<file path="src/rtl/pulpemu_board_io.sv">
// pulpemu_board_io: board I/O conditioning and PULPino boot sequencer for the
// FPGA emulation top (ps7_clk domain). Switches/buttons are synchronised and
// debounced, buttons get rising-edge pulses, a HOLD/DELAY/RUN sequencer drives
// the PULPino reset and fetch enable, and the LEDs show either PULPino GPIO or
// an internal status view.
// Build option: define PULPEMU_BOARD_IO_LONGPRESS_EN to make the reset button
// act only on a long press (LONGPRESS_CYCLES) instead of on every press.

// One input bit: 2-flop synchroniser followed by a hold-time debouncer.
module pulpemu_board_io_debounce #(
    parameter int DEBOUNCE_CYCLES = 50000
) (
    input  logic ps7_clk,
    input  logic ps7_rst_n,
    input  logic raw,
    output logic level
);
    localparam int CW = $clog2(DEBOUNCE_CYCLES + 1);
    localparam logic [CW-1:0] CNT_LAST = CW'(DEBOUNCE_CYCLES - 1);

    logic          sync_q1;
    logic          sync_q2;
    logic [CW-1:0] cnt;

    // Synchronise, then accept a new level only after it held for DEBOUNCE_CYCLES samples
    always_ff @(posedge ps7_clk or negedge ps7_rst_n) begin
        if (!ps7_rst_n) begin
            sync_q1 <= 1'b0;
            sync_q2 <= 1'b0;
            level   <= 1'b0;
            cnt     <= '0;
        end else begin
            sync_q1 <= raw;
            sync_q2 <= sync_q1;
            if (sync_q2 == level) begin
                cnt <= '0;
            end else if (cnt == CNT_LAST) begin
                level <= sync_q2;
                cnt   <= '0;
            end else begin
                cnt <= cnt + 1'b1;
            end
        end
    end
endmodule

module pulpemu_board_io #(
    parameter int N_SW             = 8,
    parameter int N_BTN            = 5,
    parameter int N_LED            = 8,
    parameter int DEBOUNCE_CYCLES  = 50000,
    parameter int RST_MIN_CYCLES   = 256,
    parameter int FETCH_DELAY      = 1024,
    parameter int BLINK_LOG2       = 24,
    parameter int LONGPRESS_CYCLES = 1000000
) (
    input  logic             ps7_clk,
    input  logic             ps7_rst_n,
    input  logic [N_SW-1:0]  sw_i,
    input  logic [N_BTN-1:0] btn_i,
    input  logic [N_LED-1:0] gpio_led_i,
    output logic [N_SW-1:0]  sw_o,
    output logic [N_BTN-1:0] btn_o,
    output logic [N_BTN-1:0] btn_rise_o,
    output logic             pulp_rst_no,
    output logic             fetch_en_o,
    output logic [N_LED-1:0] led_o,
    output logic [1:0]       seq_state_o
);
    typedef enum logic [1:0] {
        S_HOLD  = 2'd0,
        S_DELAY = 2'd1,
        S_RUN   = 2'd2
    } seq_state_t;

    localparam int SEQ_MAX = (RST_MIN_CYCLES > FETCH_DELAY) ? RST_MIN_CYCLES : FETCH_DELAY;
    localparam int SCW     = $clog2(SEQ_MAX + 1);
    localparam logic [SCW-1:0] RST_LAST   = SCW'(RST_MIN_CYCLES - 1);
    localparam logic [SCW-1:0] FETCH_LAST = SCW'(FETCH_DELAY - 1);

    // Reject configurations the sequencer and LED map cannot support
    if (N_SW < 2 || N_BTN < 1 || N_LED < 4 || DEBOUNCE_CYCLES < 1 || RST_MIN_CYCLES < 1 ||
        FETCH_DELAY < 1 || BLINK_LOG2 < 1 || LONGPRESS_CYCLES < 2) begin : g_bad_params
        $error("pulpemu_board_io: illegal parameter value");
    end

    // ------------------------------------------------------------------
    // Switch / button conditioning, one debouncer per bit
    // ------------------------------------------------------------------
    for (genvar i = 0; i < N_SW; i++) begin : g_sw
        pulpemu_board_io_debounce #(.DEBOUNCE_CYCLES(DEBOUNCE_CYCLES)) u_db (
            .ps7_clk  (ps7_clk),
            .ps7_rst_n(ps7_rst_n),
            .raw      (sw_i[i]),
            .level    (sw_o[i])
        );
    end

    for (genvar i = 0; i < N_BTN; i++) begin : g_btn
        pulpemu_board_io_debounce #(.DEBOUNCE_CYCLES(DEBOUNCE_CYCLES)) u_db (
            .ps7_clk  (ps7_clk),
            .ps7_rst_n(ps7_rst_n),
            .raw      (btn_i[i]),
            .level    (btn_o[i])
        );
    end

    logic [N_BTN-1:0] btn_q;

    // Registered rising-edge detect on the debounced buttons
    always_ff @(posedge ps7_clk or negedge ps7_rst_n) begin
        if (!ps7_rst_n) begin
            btn_q      <= '0;
            btn_rise_o <= '0;
        end else begin
            btn_q      <= btn_o;
            btn_rise_o <= btn_o & ~btn_q;
        end
    end

    // ------------------------------------------------------------------
    // GPIO LED field crossing in from the PULPino clock domain
    // ------------------------------------------------------------------
    logic [N_LED-1:0] gpio_q1;
    logic [N_LED-1:0] gpio_q2;

    // Plain 2-flop synchroniser; LEDs tolerate a skewed multi-bit update
    always_ff @(posedge ps7_clk or negedge ps7_rst_n) begin
        if (!ps7_rst_n) begin
            gpio_q1 <= '0;
            gpio_q2 <= '0;
        end else begin
            gpio_q1 <= gpio_led_i;
            gpio_q2 <= gpio_q1;
        end
    end

    // ------------------------------------------------------------------
    // Heartbeat
    // ------------------------------------------------------------------
    logic [BLINK_LOG2-1:0] hb_cnt;
    logic                  heartbeat;

    // Free-running wrap-around counter; its MSB blinks the status LED
    always_ff @(posedge ps7_clk or negedge ps7_rst_n) begin
        if (!ps7_rst_n) hb_cnt <= '0;
        else            hb_cnt <= hb_cnt + 1'b1;
    end

    assign heartbeat = hb_cnt[BLINK_LOG2-1];

    // ------------------------------------------------------------------
    // Reset-button trigger
    // ------------------------------------------------------------------
    logic rst_trig;
    logic hold_force;

`ifdef PULPEMU_BOARD_IO_LONGPRESS_EN
    localparam int LPW = $clog2(LONGPRESS_CYCLES + 1);
    localparam logic [LPW-1:0] LP_LAST = LPW'(LONGPRESS_CYCLES - 1);

    logic [LPW-1:0] lp_cnt;
    logic           lp_fired;

    // Fires once per press, on the cycle the held count reaches the threshold
    assign rst_trig   = btn_o[0] && (lp_cnt == LP_LAST) && !lp_fired;
    // After a long press, keep PULPino in reset until the button is let go
    assign hold_force = lp_fired && btn_o[0];

    // Count how long button 0 has been held; saturate and remember the trigger
    always_ff @(posedge ps7_clk or negedge ps7_rst_n) begin
        if (!ps7_rst_n) begin
            lp_cnt   <= '0;
            lp_fired <= 1'b0;
        end else if (!btn_o[0]) begin
            lp_cnt   <= '0;
            lp_fired <= 1'b0;
        end else begin
            if (lp_cnt != LP_LAST) lp_cnt <= lp_cnt + 1'b1;
            if (rst_trig)          lp_fired <= 1'b1;
        end
    end
`else
    // Every debounced press of button 0 restarts the target
    assign rst_trig   = btn_rise_o[0];
    assign hold_force = 1'b0;
`endif

    // ------------------------------------------------------------------
    // Reset / fetch-enable sequencer
    // ------------------------------------------------------------------
    seq_state_t     state;
    logic [SCW-1:0] seq_cnt;
    logic           abort;

    assign abort       = !sw_o[1] || rst_trig || hold_force;
    assign seq_state_o = state;

    // HOLD keeps the core in reset for a minimum time, DELAY lets it come out
    // of reset before fetching, RUN follows the fetch switch; outputs are
    // registered from the next state so an abort drops reset on the same edge
    always_ff @(posedge ps7_clk or negedge ps7_rst_n) begin
        if (!ps7_rst_n) begin
            state       <= S_HOLD;
            seq_cnt     <= '0;
            pulp_rst_no <= 1'b0;
            fetch_en_o  <= 1'b0;
        end else begin
            case (state)
                S_HOLD: begin
                    pulp_rst_no <= 1'b0;
                    fetch_en_o  <= 1'b0;
                    if (rst_trig || hold_force) begin
                        seq_cnt <= '0;
                    end else if (seq_cnt == RST_LAST) begin
                        if (sw_o[1]) begin
                            state       <= S_DELAY;
                            seq_cnt     <= '0;
                            pulp_rst_no <= 1'b1;
                        end
                    end else begin
                        seq_cnt <= seq_cnt + 1'b1;
                    end
                end
                S_DELAY: begin
                    fetch_en_o <= 1'b0;
                    if (abort) begin
                        state       <= S_HOLD;
                        seq_cnt     <= '0;
                        pulp_rst_no <= 1'b0;
                    end else if (seq_cnt == FETCH_LAST) begin
                        state       <= S_RUN;
                        seq_cnt     <= '0;
                        pulp_rst_no <= 1'b1;
                    end else begin
                        seq_cnt     <= seq_cnt + 1'b1;
                        pulp_rst_no <= 1'b1;
                    end
                end
                S_RUN: begin
                    seq_cnt <= '0;
                    if (abort) begin
                        state       <= S_HOLD;
                        pulp_rst_no <= 1'b0;
                        fetch_en_o  <= 1'b0;
                    end else begin
                        pulp_rst_no <= 1'b1;
                        fetch_en_o  <= sw_o[0];
                    end
                end
                default: begin
                    state       <= S_HOLD;
                    seq_cnt     <= '0;
                    pulp_rst_no <= 1'b0;
                    fetch_en_o  <= 1'b0;
                end
            endcase
        end
    end

    // ------------------------------------------------------------------
    // LED mux
    // ------------------------------------------------------------------
    logic [N_LED-1:0] led_stat;

    // Status view: fetch, reset, heartbeat, button 0; upper LEDs dark
    always_comb begin
        led_stat      = '0;
        led_stat[0]   = fetch_en_o;
        led_stat[1]   = pulp_rst_no;
        led_stat[2]   = heartbeat;
        led_stat[3]   = btn_o[0];
    end

    // Top switch selects status view over PULPino GPIO
    always_ff @(posedge ps7_clk or negedge ps7_rst_n) begin
        if (!ps7_rst_n) led_o <= '0;
        else            led_o <= sw_o[N_SW-1] ? led_stat : gpio_q2;
    end
endmodule
</file>
<file path="config.mk">
export PLATFORM = sky130hd
export DESIGN_NAME = pulpemu_board_io
export DESIGN_NICKNAME = d
export VERILOG_FILES = /design/src/rtl/pulpemu_board_io.sv
export SDC_FILE = /design/constraint.sdc
export NUM_CORES = 1
export LEC_CHECK = 0
export BUFFER_PORTS_ARGS = -buffer_cell sky130_fd_sc_hd__buf_4
export CAP_MARGIN = 0
export CORE_UTILIZATION = 47
export CTS_BUF_LIST = sky130_fd_sc_hd__clkbuf_4 sky130_fd_sc_hd__clkbuf_8
export DETAILED_ROUTE_END_ITERATION = 16
export GPL_ROUTABILITY_DRIVEN = 0
export PLACE_DENSITY = 0.73
export SKIP_LAST_GASP = 1
export SLEW_MARGIN = 20
export SYNTH_ARGS = -nofsm -noshare
export SYNTH_HDL_FRONTEND = slang
export SYNTH_HIERARCHICAL = 1
export SYNTH_SLANG_ARGS = --single-unit
</file>
<file path="constraint.sdc">
create_clock -name ps7_clk -period 3.2 [get_ports ps7_clk]
set_input_delay 0.8 -clock ps7_clk [delete_from_list [all_inputs] [get_ports ps7_clk]]
set_output_delay 0.8 -clock ps7_clk [all_outputs]
set_load 0.005 [all_outputs]
</file>
== Word-level counts from Yosys, hierarchy flattened ==
Index checks and enable logic that the tools add are counted.

* Register bits after elaboration: 320
* Bits of input ports: 23
* Output and inout port bits: 30

* Add/subtract/negate cells: 15
* Equal/unequal tests: 36
* Multiplexer cells: 47
* Bitwise logic cells: 15
* Reductions and logical operators: 18

{| class="wikitable"
|+ Operators by type and width
! cell !! number
|-
| $mux 16 || 26
|-
| $add 16x1->16 const B || 13
|-
| $eq 16x16->1 const B || 13
|-
| $mux 11 || 5
|-
| $reduce_and 2->1 || 13
|-
| $add 24x1->24 const B || 1
|-
| $pmux 11 s2 || 1
|-
| $eq 1x1->1 || 13
|-
| $not 1->1 || 13
|-
| $mux 2 || 6
|-
| $add 11x1->11 const B || 1
|-
| $eq 11x10->1 const B || 1
|-
| $eq 11x8->1 const B || 1
|-
| $mux 8 || 1
|-
| $mux 1 || 6
|-
| $ne 2x2->1 const B || 3
|-
| $pmux 2 s3 || 1
|-
| $and 5x5->5 || 1
|-
| $not 5->5 || 1
|-
| $reduce_and 5->1 || 1
|-
| $ne 4x3->1 const B || 1
|-
| $ne 3x3->1 const B || 1
|-
| $eq 2x1->1 const B || 1
|-
| $eq 2x2->1 const B || 1
|-
| 6 further kinds || 6
|}

== Depth between registers and ports, before layout ==
Gate-level depths: netlist of run 1.

* Depth after elaboration: 4
* Depth in mapped cells: 6

== Modules after synthesis ==
Netlist of run 1, hierarchy kept.

{| class="wikitable"
|+ By module, submodules not included
! module !! instances !! cells an instance !! area an instance (µm²)
|-
| pulpemu_board_io_debounce at g_btn[0].u_db ... || 12 || 84 || 895.9
|-
| pulpemu_board_io || 1 || 220 || 2904.0
|-
| pulpemu_board_io_debounce at g_btn[3].u_db || 1 || 86 || 910.9
|}

== Worst setup path after synthesis of run 1 ==
No wires, ideal clock.

* Path kind: register to register
* From: register g_btn[3].u_db.cnt[10]
* To: register g_btn[3].u_db.level
* Arrival: 1.770 ns
* Slack: 1.305 ns
* Cell stages (with the launch flop): 4
* Buffers on the path: 0
* Period minus slack after synthesis: 1.895 ns
* Cell sequence: dfrtp_1 or4b_1 or4_4 mux2_4

* Word-level cells in the longest chain between the ends: 2

{| class="wikitable"
|+ Ends and longest elaborated chain
! element !! RTL line !! RTL
|-
| start: declaration || 23 || <nowiki>logic [CW-1:0] cnt;</nowiki>
|-
| start signal: assignment || 41 || <nowiki>cnt <= cnt + 1'b1;</nowiki>
|-
| $eq 16x16->1 || 37 || <nowiki>end else if (cnt == CNT_LAST) begin</nowiki>
|-
| $reduce_and 2->1 (no source line) || -- ||
|-
| end signal: assignment || 38 || <nowiki>level <= sync_q2;</nowiki>
|-
| end: declaration || 16 || <nowiki>output logic level</nowiki>
|}

No other way between the ends.
A chain may end at the register's enable or synchronous reset.

== Worst setup path in the final report of run 1 ==
* From: register g_sw[7].u_db.level
* To: output sw_o[7]

{| class="wikitable"
|+ RTL lines
! element !! RTL line !! RTL
|-
| start: declaration || 16 ||
|-
| start signal: assignment || 38 ||
|-
| end: declaration || 62 || <nowiki>output logic [N_SW-1:0] sw_o,</nowiki>
|}

No word-level cell between the ends.

==> impl_metrics.csv, run 1 <==
group,metric,value,unit
layout,n_antenna_cell,0,
sta,finalSetupTns,0,ps
sta,finalMaxSlewViolations,0,
sta,final-hold-violation-count,0,
outcome,run_status,"finished, final reports clean",
floorplan,fp.dieW,178,um
cts,ctsHtreeMaxLevel,2,
global_route,overflow,0,
worst_hold_path,hold_class,"input port to asynchronous set/reset pin",
sta,max_freq,436,MHz
sta,rsz0062_at_grt,"false",
critical_path,cp_cell_sequence,"buf_4",
power,leakage,6.94,nW
sta,tightest_slew,580,ps
critical_path,end_kind,"output pin",
place,dp_cells,1748,
cts,clockBufferDepth,3,
layout,final_cell_mix,"320 x dfrtp_1, 227 x nor2_1, 147 x xnor2_1",
cts,insertion_delay,570,ps
yosys,yosys_warnings,6,
yosys,ys_ff_latch,320,
sta,whs,165,ps
sta,setup_ws,908,ps
layout,final_cell_count_no_fill,1842,
global_route,grt_max_degree,81,
sta,max_slew_margin,0.614,
global_route,first_global_vias,9440,
sta,fin_crit,2290,ps
global_route,antenna_found_initial,0,
layout,nNetsFinal,1449,
route,drc,0,
floorplan,core_area,0.0305,mm^2
place,pre_cts_ws,1210,ps
floorplan,design.die.area,0.0317,mm^2
global_route,grt_pass1_wl,43700,um
sta,setup_viol_count_final,0,
route,viasPerCell,5.23,
sta,min_period_over_period,0.716,
yosys,ys_types,52,
cts,cts_tree,"done",
critical_path,crit_family,"flip-flops",
place,port-buffer-count,52,
yosys,ys_seq_area_frac,0.550,
flow_run,maxCapViolCount,0,
cts,cts-resized-gates,0,
route,vias,9635,
route,routed_wl,25100,um
layout,utilization,0.542,
place,hpwl,16600,um
cts,cts_setup_buffers,0,
critical_path,path_max_fanout,11,
critical_path,crit_arrival,1490,ps
route,dr.pass1.iters,5,
power,vdd_ir_drop_max,0.000302,V
route,avgRoutedWirePerCell,13.6,um
route,drtAntennaViolNets,0,
critical_path,critPathRequiredTime,2400,ps
yosys,synth_edf_count,0,
yosys,netlist_area,0.0146,mm^2
layout,final_common_cell,"dfrtp_1",
cts,clock_sinks,320,
floorplan,dieHeight,178,um
critical_path,cp_num_buf_inv,1,
layout,syn_to_final_growth,13.6,%
critical_path,slowest_stage,"dfrtp_1",
global_route,grtUsageTotal,0.165,
critical_path,critPathLaunchType,"flop",
critical_path,crit_type,"flop to output pin",
yosys,synthFlopType,"dfrtp_1",
yosys,syn_avg_cell_area,11.1,um^2
floorplan,boundaryPins,53,
cts,clk_pin_slew_worst_paths,60,ps
route,drt_iter0_drc,587,
yosys,syn_nets,1356,
layout,drive_gt1_frac,0.159,
power,power.density,503,mW/mm^2
critical_path,slowest_delay,710,ps
cts,ctsHoldBuffers,0,
sta,skew,13.3,ps
cts,cts_buffers,53,
yosys,syn_inst,1314,
floorplan,start_util,0.477,
cts,clock-root-buffer,"clkbuf_8",
floorplan,num_rows,64,
yosys,synthArstFlopShare,1.00,
[cells by family after synthesis]
kind of cell,synth area share
buffers and inverters,0.0210
AO/OA/AOI/OAI,0.00979
flip-flops,0.550
AND/OR/NAND/NOR,0.251
multiplexers,0.0179
adder cells (fa/ha/maj),0.0163
XOR/XNOR,0.134
[final timing paths]
| check | startpoint | end | slack, ps | cells after the start |
|---|---|---|---|---|
| min | ps7_rst_n | g_sw[5].u_db/cnt[2] | 170 | 1 |
| max | g_sw[7].u_db/level | sw_o[7] | 910 | 1 |
| max reg2reg | g_sw[7].u_db/cnt[10] | g_sw[7].u_db/level | 1210 | 3 |
| min reg2reg | g_sw[5].u_db/sync_q1 | g_sw[5].u_db/sync_q2 | 350 | 0 |
| min in group ps7_clk | sw_i[7] | g_sw[7].u_db/sync_q1 | 330 | 1 |
| max in group asynchronous | ps7_rst_n | btn_q[1] | 2240 | 2 |
[state kept, by name (all words and copies together) (netlist names), 2 cells and up]
| register | count |
|---|---|
| btn_q | 5 |
| btn_rise_o | 5 |
| g_btn.u_db/cnt | 80 |
| g_btn.u_db/level | 5 |
| g_btn.u_db/sync_q1 | 5 |
| g_btn.u_db/sync_q2 | 5 |
| g_sw.u_db/cnt | 128 |
| g_sw.u_db/level | 8 |
| g_sw.u_db/sync_q1 | 8 |
| g_sw.u_db/sync_q2 | 8 |
| gpio_q1 | 8 |
| gpio_q2 | 8 |
| hb_cnt | 24 |
| led_o | 8 |
| seq_cnt | 11 |
| seq_state_o | 2 |
[layer usage]
layer  vias to the layer above  GRT usage  part of all wire
li1                       4749          -                 -
met1                      4711      0.226              0.48
met2                       131      0.263              0.46
met3                        44     0.0332             0.035
met4                         0     0.0506             0.019
met5                         -          0                 0
[synth_stat cells (all sizes together) (10+ instances only)]
master     n  area, um^2
nor4      40         280
dfrtp    320        8010
and3      20         141
and4      18         159
nand3     77         390
nor3      52         265
nand2     77         389
ha        19         238
nand4bb   13         146
xor2      76         666
inv       33         124
xnor2    147        1290
nand4     79         522
buf       16         170
nor2     227         852
mux2      17         240
nor2b     10        62.6
or4       14         154
or4b      13         130
or3b      13         114
[through the flow]
step | power [mW] | area (um^2)
floorplan | 4.36 | 14600
global placement | 4.50 | 15400
detailed placement | 4.50 | 15400
CTS | 8.48 | 16500
global route | 8.71 | 16500
finish | 8.33 | 16500
[cell type report]
cell class / instances / area, um^2
fill: 2585 / 14000
sequential: 320 / 8010
multi-input combinational: 942 / 6250
clock buffer: 90 / 1120
tap: 396 / 495
timing repair buffer: 57 / 473
inverter: 33 / 124
clock inverter: 4 / 73.8
[power by group]
| part | switching [mW] | total, mW | internal (mW) |
|---|---|---|---|
| clock network | 1.55 | 3.90 | 2.35 |
| registers | 0.0632 | 4.18 | 4.12 |
| logic | 0.155 | 0.239 | 0.0846 |
| total | 1.77 | 8.33 | 6.55 |
No activity file was read; power rests on OpenSTA's default activity.
==> inputs of run 2 (changes only) <==
--- a/config.mk
+++ b/config.mk
@@ -5,6 +5,7 @@
 export SDC_FILE = /design/constraint.sdc
 export NUM_CORES = 1
 export LEC_CHECK = 0
+export ABC_AREA = 1
 export BUFFER_PORTS_ARGS = -buffer_cell sky130_fd_sc_hd__buf_4
 export CAP_MARGIN = 0
 export CORE_UTILIZATION = 47
==> constraint.sdc (replaced) <==
create_clock -name ps7_clk -period 2.18 [get_ports ps7_clk]
set_input_delay 0.545 -clock ps7_clk [delete_from_list [all_inputs] [get_ports ps7_clk]]
set_output_delay 0.545 -clock ps7_clk [all_outputs]
set_load 0.005 [all_outputs]
==> run 2 against run 1 <==
Against the previous run: sequential cell count did not move; combinational power grew 85%; wire length increased by 27%; setup slack worse by 560 ps; register-to-register slack got worse by 650 ps; final cell count up 38%; final area grew 15%; count of clock-buffer cells in the layout fell by 7; critical path type unchanged; largest cell class unchanged; highest routed layer unchanged.
==> impl_metrics.csv, run 2 <==
group,metric,value,unit
outcome,run_status,"finished, final reports clean",
layout,nNetsFinal,2094,
floorplan,num_rows,68,
yosys,ys_ff_latch,320,
place,port-buffer-count,52,
route,drc,0,
power,vdd_ir_drop_max,0.000607,V
layout,reg_top3,"g_sw.u_db/cnt: 128 flops, g_btn.u_db/cnt: 80 flops, hb_cnt: 24 flops",
layout,final_cell_mix,"447 x nor2_1, 320 x dfrtp_1, 304 x nand2_1",
sta,finalMaxSlewViolations,0,
cts,clk_pin_slew_worst_paths,60,ps
sta,final-hold-violation-count,0,
power,fin_total_pwr,13.1,mW
cts,cts_tree,"done",
yosys,syn_nets,1965,
critical_path,cp_num_buf_inv,1,
critical_path,critPathLaunchType,"flop",
sta,max_slew_margin,0.672,
power,leakage,9.36,nW
yosys,yosys_warnings,6,
route,dr.pass1.iters,5,
sta,fin_crit,1830,ps
floorplan,start_util,0.477,
critical_path,ff2ff_path_depth,8,
route,viasPerCell,4.90,
route,vias,12500,
sta,tightest_slew,491,ps
cts,ctsHtreeMaxLevel,2,
sta,finalSetupTns,0,ps
place,dp_cells,2439,
critical_path,path_max_fanout,5,
yosys,ys_seq_area_frac,0.486,
global_route,grtUsageTotal,0.188,
critical_path,cp_cell_sequence,"buf_4",
layout,syn_to_final_growth,15.6,%
cts,clock-root-buffer,"clkbuf_8",
critical_path,crit_family,"flip-flops",
worst_hold_path,holdPathEnd,"g_sw[5].u_db/sync_q1",
layout,final.fill_count,3064,
power,power.density,687,mW/mm^2
cts,cts_buffers,55,
global_route,first_global_vias,12500,
flow_run,maxCapViolCount,0,
yosys,synthArstFlopShare,1.00,
global_route,grt_pass1_wl,56500,um
global_route,grt_max_degree,57,
sta,max_freq,546,MHz
place,hpwl,23200,um
floorplan,fp.dieW,189,um
floorplan,core_area,0.0345,mm^2
global_route,antenna_found_initial,0,
cts,ctsHoldBuffers,10,
yosys,synthFlopType,"dfrtp_1",
worst_hold_path,whs_path_depth,1,
yosys,synth_edf_count,0,
critical_path,crit_arrival,1290,ps
layout,drive_gt1_frac,0.183,
yosys,yosysMostFrequentCell,"nor2_1",
global_route,overflow,0,
yosys,synthAdderAreaFrac,0.0144,
layout,final_cell_count_no_fill,2551,
floorplan,dieHeight,189,um
layout,final_common_cell,"nor2_1",
critical_path,crit_type,"flop to output pin",
critical_path,r2r-start,"seq_cnt[0]",
worst_hold_path,hp-start,"sw_i[5]",
yosys,syn_avg_cell_area,8.57,um^2
critical_path,rrSetupSlack,560,ps
place,pre_cts_ws,586,ps
cts,insertion_delay,610,ps
floorplan,design.die.area,0.0358,mm^2
yosys,ys_top_cells_by_count,"447 x nor2_1, 320 x dfrtp_1, 304 x nand2_1, 211 x inv_1, 157 x nand3_1",
yosys,synthTopCellsByArea,"dfrtp_1 49%, nor2_1 10%, nand2_1 6.9%, xor2_1 5.3%, inv_1 4.8%",
sta,whs,58.5,ps
layout,largest-register,"g_sw.u_db/cnt",
yosys,netlist_area,0.0165,mm^2
yosys,syn_inst,1923,
critical_path,critPathRequiredTime,1630,ps
critical_path,end_kind,"output pin",
critical_path,slowest_stage,"dfrtp_1",
cts,cts-resized-gates,0,
cts,clockBufferDepth,3,
floorplan,boundaryPins,53,
sta,min_period_over_period,0.841,
worst_hold_path,hold_class,"input port to flop",
yosys,synth_top_area_share,0.486,
yosys,synth_mux_area_frac,0.00205,
route,drtAntennaViolNets,0,
sta,setup_viol_count_final,0,
yosys,synth_xor_area_frac,0.0825,
cts,cts_setup_buffers,0,
yosys,synth_compound_area_frac,0.0301,
yosys,synth_area_leader_cell,"dfrtp_1",
sta,rsz0062_at_grt,"false",
layout,largest_reg_flops,128,
route,routed_wl,31900,um
critical_path,reg2reg_to,"seq_cnt[0]",
yosys,ys_types,31,
yosys,synth_top_family_by_area,"simple AND/OR/NAND/NOR gates",
route,avgRoutedWirePerCell,12.5,um
critical_path,slowest_delay,500,ps
layout,n_antenna_cell,0,
yosys,yosys.area_share.simple,0.334,
route,drt_iter0_drc,677,
cts,clock_sinks,320,
sta,skew,24.3,ps
sta,setup_ws,347,ps
-- run 2: cell count changes after synthesis, moves of 38 or more --
cell | before | now
xnor2_1 | 147 | 33
nand2_1 | 63 | 304
nor3_1 | 51 | 7
nor4_1 | 38 | 0
inv_1 | 33 | 211
nand2_2 | 1 | 90
nor2_1 | 227 | 447
nand4_1 | 76 | 38
nand3_1 | 76 | 157
-- run 2: cell type report --
class / count / area [um^2] / area share
Clock buffer: 83 / 1100 / 0.0579
Clock inverter: 18 / 274 / 0.0144
Inverter: 225 / 845 / 0.0443
Multi-Input combinational cell: 1376 / 7630 / 0.400
Sequential cell: 320 / 8010 / 0.420
Tap cell: 455 / 569 / 0.0299
Timing Repair Buffer: 74 / 641 / 0.0336
-- run 2: worst max-delay path by stage --
stage / from / endpoint / slack [ps] / cells past startpoint
floorplan: seq_state_o[0] / seq_cnt[2] / 770 / 9
global placement: seq_cnt[0] / seq_cnt[5] / 650 / 8
detailed placement: seq_state_o[1] / seq_cnt[2] / 590 / 8
CTS: g_sw[1].u_db/level / sw_o[1] / 290 / 2
global route: g_btn[1].u_db/level / btn_o[1] / 260 / 1
finish: g_btn[1].u_db/level / btn_o[1] / 350 / 1
-- run 2: where the power goes --
part	leakage, nW	total (mW)	switching, mW	internal, mW
clock	0.722	6.52	2.45	4.07
sequential	4.29	6.13	0.0858	6.05
combinational	4.34	0.441	0.281	0.160
-- run 2: per-stage QoR --
step / util / instance area [um^2]
2_1_floorplan: - / 16500
3_3_place_gp: 0.509 / 17600
3_5_place_dp: 0.509 / 17600
4_1_cts: 0.552 / 19100
5_1_grt: 0.552 / 19100
6_report: 0.552 / 19100
-- run 2: cell families (layout without fill, tap and decap cells) --
kind of cell,Yosys count,after routing
fa+ha+maj,19,19
flops,320,320
compound gates,75,75
xor+xnor,145,145
buf+inv,227,400
simple gates,1134,1134
mux,3,3
-- run 2: routing by layer --
metal	global-route usage	vias to the layer above	wire (um)
li1	-	6315	-
met1	0.245	5920	14800
met2	0.306	214	15100
met3	0.0410	59	1330
met4	0.0692	0	722
met5	0	-	0
==> inputs of run 3 (changes only) <==
--- a/config.mk
+++ b/config.mk
@@ -5,7 +5,7 @@
 export SDC_FILE = /design/constraint.sdc
 export NUM_CORES = 1
 export LEC_CHECK = 0
-export ABC_AREA = 1
+export ABC_AREA = 0
 export BUFFER_PORTS_ARGS = -buffer_cell sky130_fd_sc_hd__buf_4
 export CAP_MARGIN = 0
 export CORE_UTILIZATION = 47
==> constraint.sdc (replaced) <==
create_clock -name ps7_clk -period 1.8 [get_ports ps7_clk]
set_input_delay 0.45 -clock ps7_clk [delete_from_list [all_inputs] [get_ports ps7_clk]]
set_output_delay 0.45 -clock ps7_clk [all_outputs]
set_load 0.005 [all_outputs]
==> run 3 against run 2 <==
Against the previous run: total power is 11% higher; wire length is 16% lower; global-route usage is 0.87 points lower; first-iteration DRC count is 43% lower; the run now ends with setup timing left; clock power is 1% higher; largest cell class unchanged; final cell count is 22% lower; critical endpoint is now g_sw[1].u_db/level; clock skew is 7.5 ps lower; largest power group is now registers; worst hold slack better by 260 ps; register-to-register slack worse by 570 ps; sequential share of layout area is 3.2 points higher; combinational power is 23% higher; die area is 12% lower.
==> impl_metrics.csv, run 3 (synthesized netlist as in run 1, its figures left out) <==
group,metric,value,unit
outcome,run_status,"finished, violations left",
route,drtAntennaViolNets,0,
floorplan,fp.dieW,178,um
layout,multi_input_area,0.00632,mm^2
cts,clock-root-buffer,"clkbuf_8",
sta,max_slew_margin,0.689,
route,drc,0,
route,avgRoutedWirePerCell,13.4,um
layout,nNetsFinal,1595,
sta,min_period_over_period,1.00,
place,dp_cells,1867,
route,vias,10200,
cts,ctsHtreeMaxLevel,2,
critical_path,end_kind,"flop",
layout,fin_area,0.0177,mm^2
critical_path,slowest_delay,520,ps
sta,whs,323,ps
place,port-buffer-count,52,
sta,max_freq,553,MHz
critical_path,critPathLaunchType,"flop",
layout,final_common_cell,"dfrtp_1",
flow_run,maxCapViolCount,0,
layout,largest_reg_flops,128,
worst_hold_path,hold_class,"input port to asynchronous set/reset pin",
place,hpwl,18300,um
place,postPlaceCellArea,0.0163,mm^2
layout,final.fill_count,2514,
layout,syn_to_final_growth,21.7,%
floorplan,core_area,0.0305,mm^2
layout,drive_gt1_frac,0.226,
critical_path,path_max_fanout,3,
route,viasPerCell,5.15,
critical_path,ff2ff_path_depth,3,
critical_path,cp_cell_sequence,"or4b_1 -> or4_4 -> mux2_4",
global_route,grt_pass1_wl,47100,um
outcome,violations,"setup timing",
critical_path,reg2reg_to,"g_sw[1].u_db/level",
cts,clock_sinks,320,
sta,final-hold-violation-count,0,
layout,final_cell_mix,"320 x dfrtp_1, 227 x nor2_1, 174 x buf_4",
critical_path,r2r-start,"g_sw[1].u_db/cnt[10]",
sta,fin_crit,1810,ps
sta,setup_ws,-7.88,ps
layout,final_cell_count_no_fill,1990,
critical_path,startpoint,"g_sw[1].u_db/cnt[10]",
cts,clk_pin_slew_worst_paths,60,ps
sta,rsz0062_at_grt,"true",
critical_path,crit_family,"simple AND/OR/NAND/NOR gates",
global_route,overflow,0,
sta,tightest_slew,466,ps
power,vdd_ir_drop_max,0.000637,V
global_route,first_global_vias,10300,
floorplan,boundaryPins,53,
route,drt_iter0_drc,386,
cts,insertion_delay,570,ps
place,pre_cts_ws,3.97,ps
critical_path,cp_num_buf_inv,0,
critical_path,critPathRequiredTime,2250,ps
critical_path,crit_type,"flop to flop",
critical_path,worst-path-stages,3,
global_route,grt_max_degree,82,
power,leakage,7.70,nW
sta,setup_viol_count_final,2,
critical_path,crit_arrival,2260,ps
sta,skew,16.9,ps
power,power.density,822,mW/mm^2
layout,seq_area,0.00801,mm^2
route,routed_wl,26700,um
floorplan,num_rows,64,
layout,largest-register,"g_sw.u_db/cnt",
global_route,antenna_found_initial,1,
critical_path,rrSetupSlack,-8,ps
layout,reg_top3,"g_sw.u_db/cnt: 128 flops, g_btn.u_db/cnt: 80 flops, hb_cnt: 24 flops",
floorplan,start_util,0.477,
cts,cts_buffers,54,
cts,cts_tree,"done",
critical_path,endpoint,"g_sw[1].u_db/level",
route,dr.pass1.iters,5,
sta,finalMaxSlewViolations,0,
critical_path,slowest_stage,"or4b_1",
global_route,grtUsageTotal,0.179,
floorplan,design.die.area,0.0317,mm^2
layout,utilization,0.581,
floorplan,dieHeight,178,um
cts,clockBufferDepth,3,
-- run 3: changes by cell type in the layout (fill, tap and decap cells not counted), moves of 44 or more --
| cell | previous run | this run |
|---|---|---|
| nand2_1 | 304 | 63 |
| nor2_1 | 447 | 227 |
| inv_1 | 211 | 33 |
| buf_4 | 58 | 174 |
| xnor2_1 | 33 | 147 |
| nand2_2 | 90 | 1 |
| nand3_1 | 157 | 76 |
| nor3_1 | 7 | 51 |
-- run 3: power by group --
part / internal [mW] / switching (mW) / leakage (nW)
Combinational: 0.228 / 0.316 / 2.79
Clock: 3.80 / 2.81 / 0.615
Sequential: 7.33 / 0.100 / 4.29
Total: 11.4 / 3.22 / 7.70
-- run 3: worst min-delay path by stage --
stage | end | slack, ps | from | cells after the start
floorplan | btn_q[0] | 150 | ps7_rst_n | 0
global placement | gpio_q2[1] | 320 | ps7_rst_n | 1
detailed placement | g_btn[0].u_db/cnt[2] | 320 | ps7_rst_n | 1
CTS | g_btn[0].u_db/cnt[0] | 290 | ps7_rst_n | 2
global route | g_btn[0].u_db/cnt[2] | 320 | ps7_rst_n | 2
finish | g_btn[0].u_db/cnt[0] | 320 | ps7_rst_n | 2
-- run 3: repair_timing --
item | 4_1_cts | 5_1_grt
hold endpoints to repair | 60 | 0
hold buffers | 22 | 0
endpoints found under the setup margin | 1 | 102
gates resized for setup | 0 | 8
buffers inserted | 0 | 4
pin swaps | 0 | 1
-- run 3: through the flow --
step / TNS, ps / power, mW
floorplan: -39.8 / 7.75
global placement: 0 / 8.04
detailed placement: 0 / 8.06
CTS: -5.67 / 14.8
global route: -706 / 15.2
finish: -9.50 / 14.6
-- run 3: routing by layer --
metal / GRT usage / share of wire / vias up / wire length, um
met5: 0 / 0 / - / 0
met4: 0.0563 / 0.017 / 0 / 449
met3: 0.0339 / 0.034 / 39 / 908
met2: 0.297 / 0.48 / 134 / 12800
met1: 0.236 / 0.47 / 5015 / 12500
li1: - / - / 5053 / -
-- run 3: cell type report --
cell class	count	area share
diodes	1	0.000141
clock inverters	9	0.00275
multi-input cells	942	0.357
clock buffers	87	0.0612
well taps	396	0.0279
flip-flops and latches	320	0.452
inverters	33	0.00699
repair buffers	202	0.0926
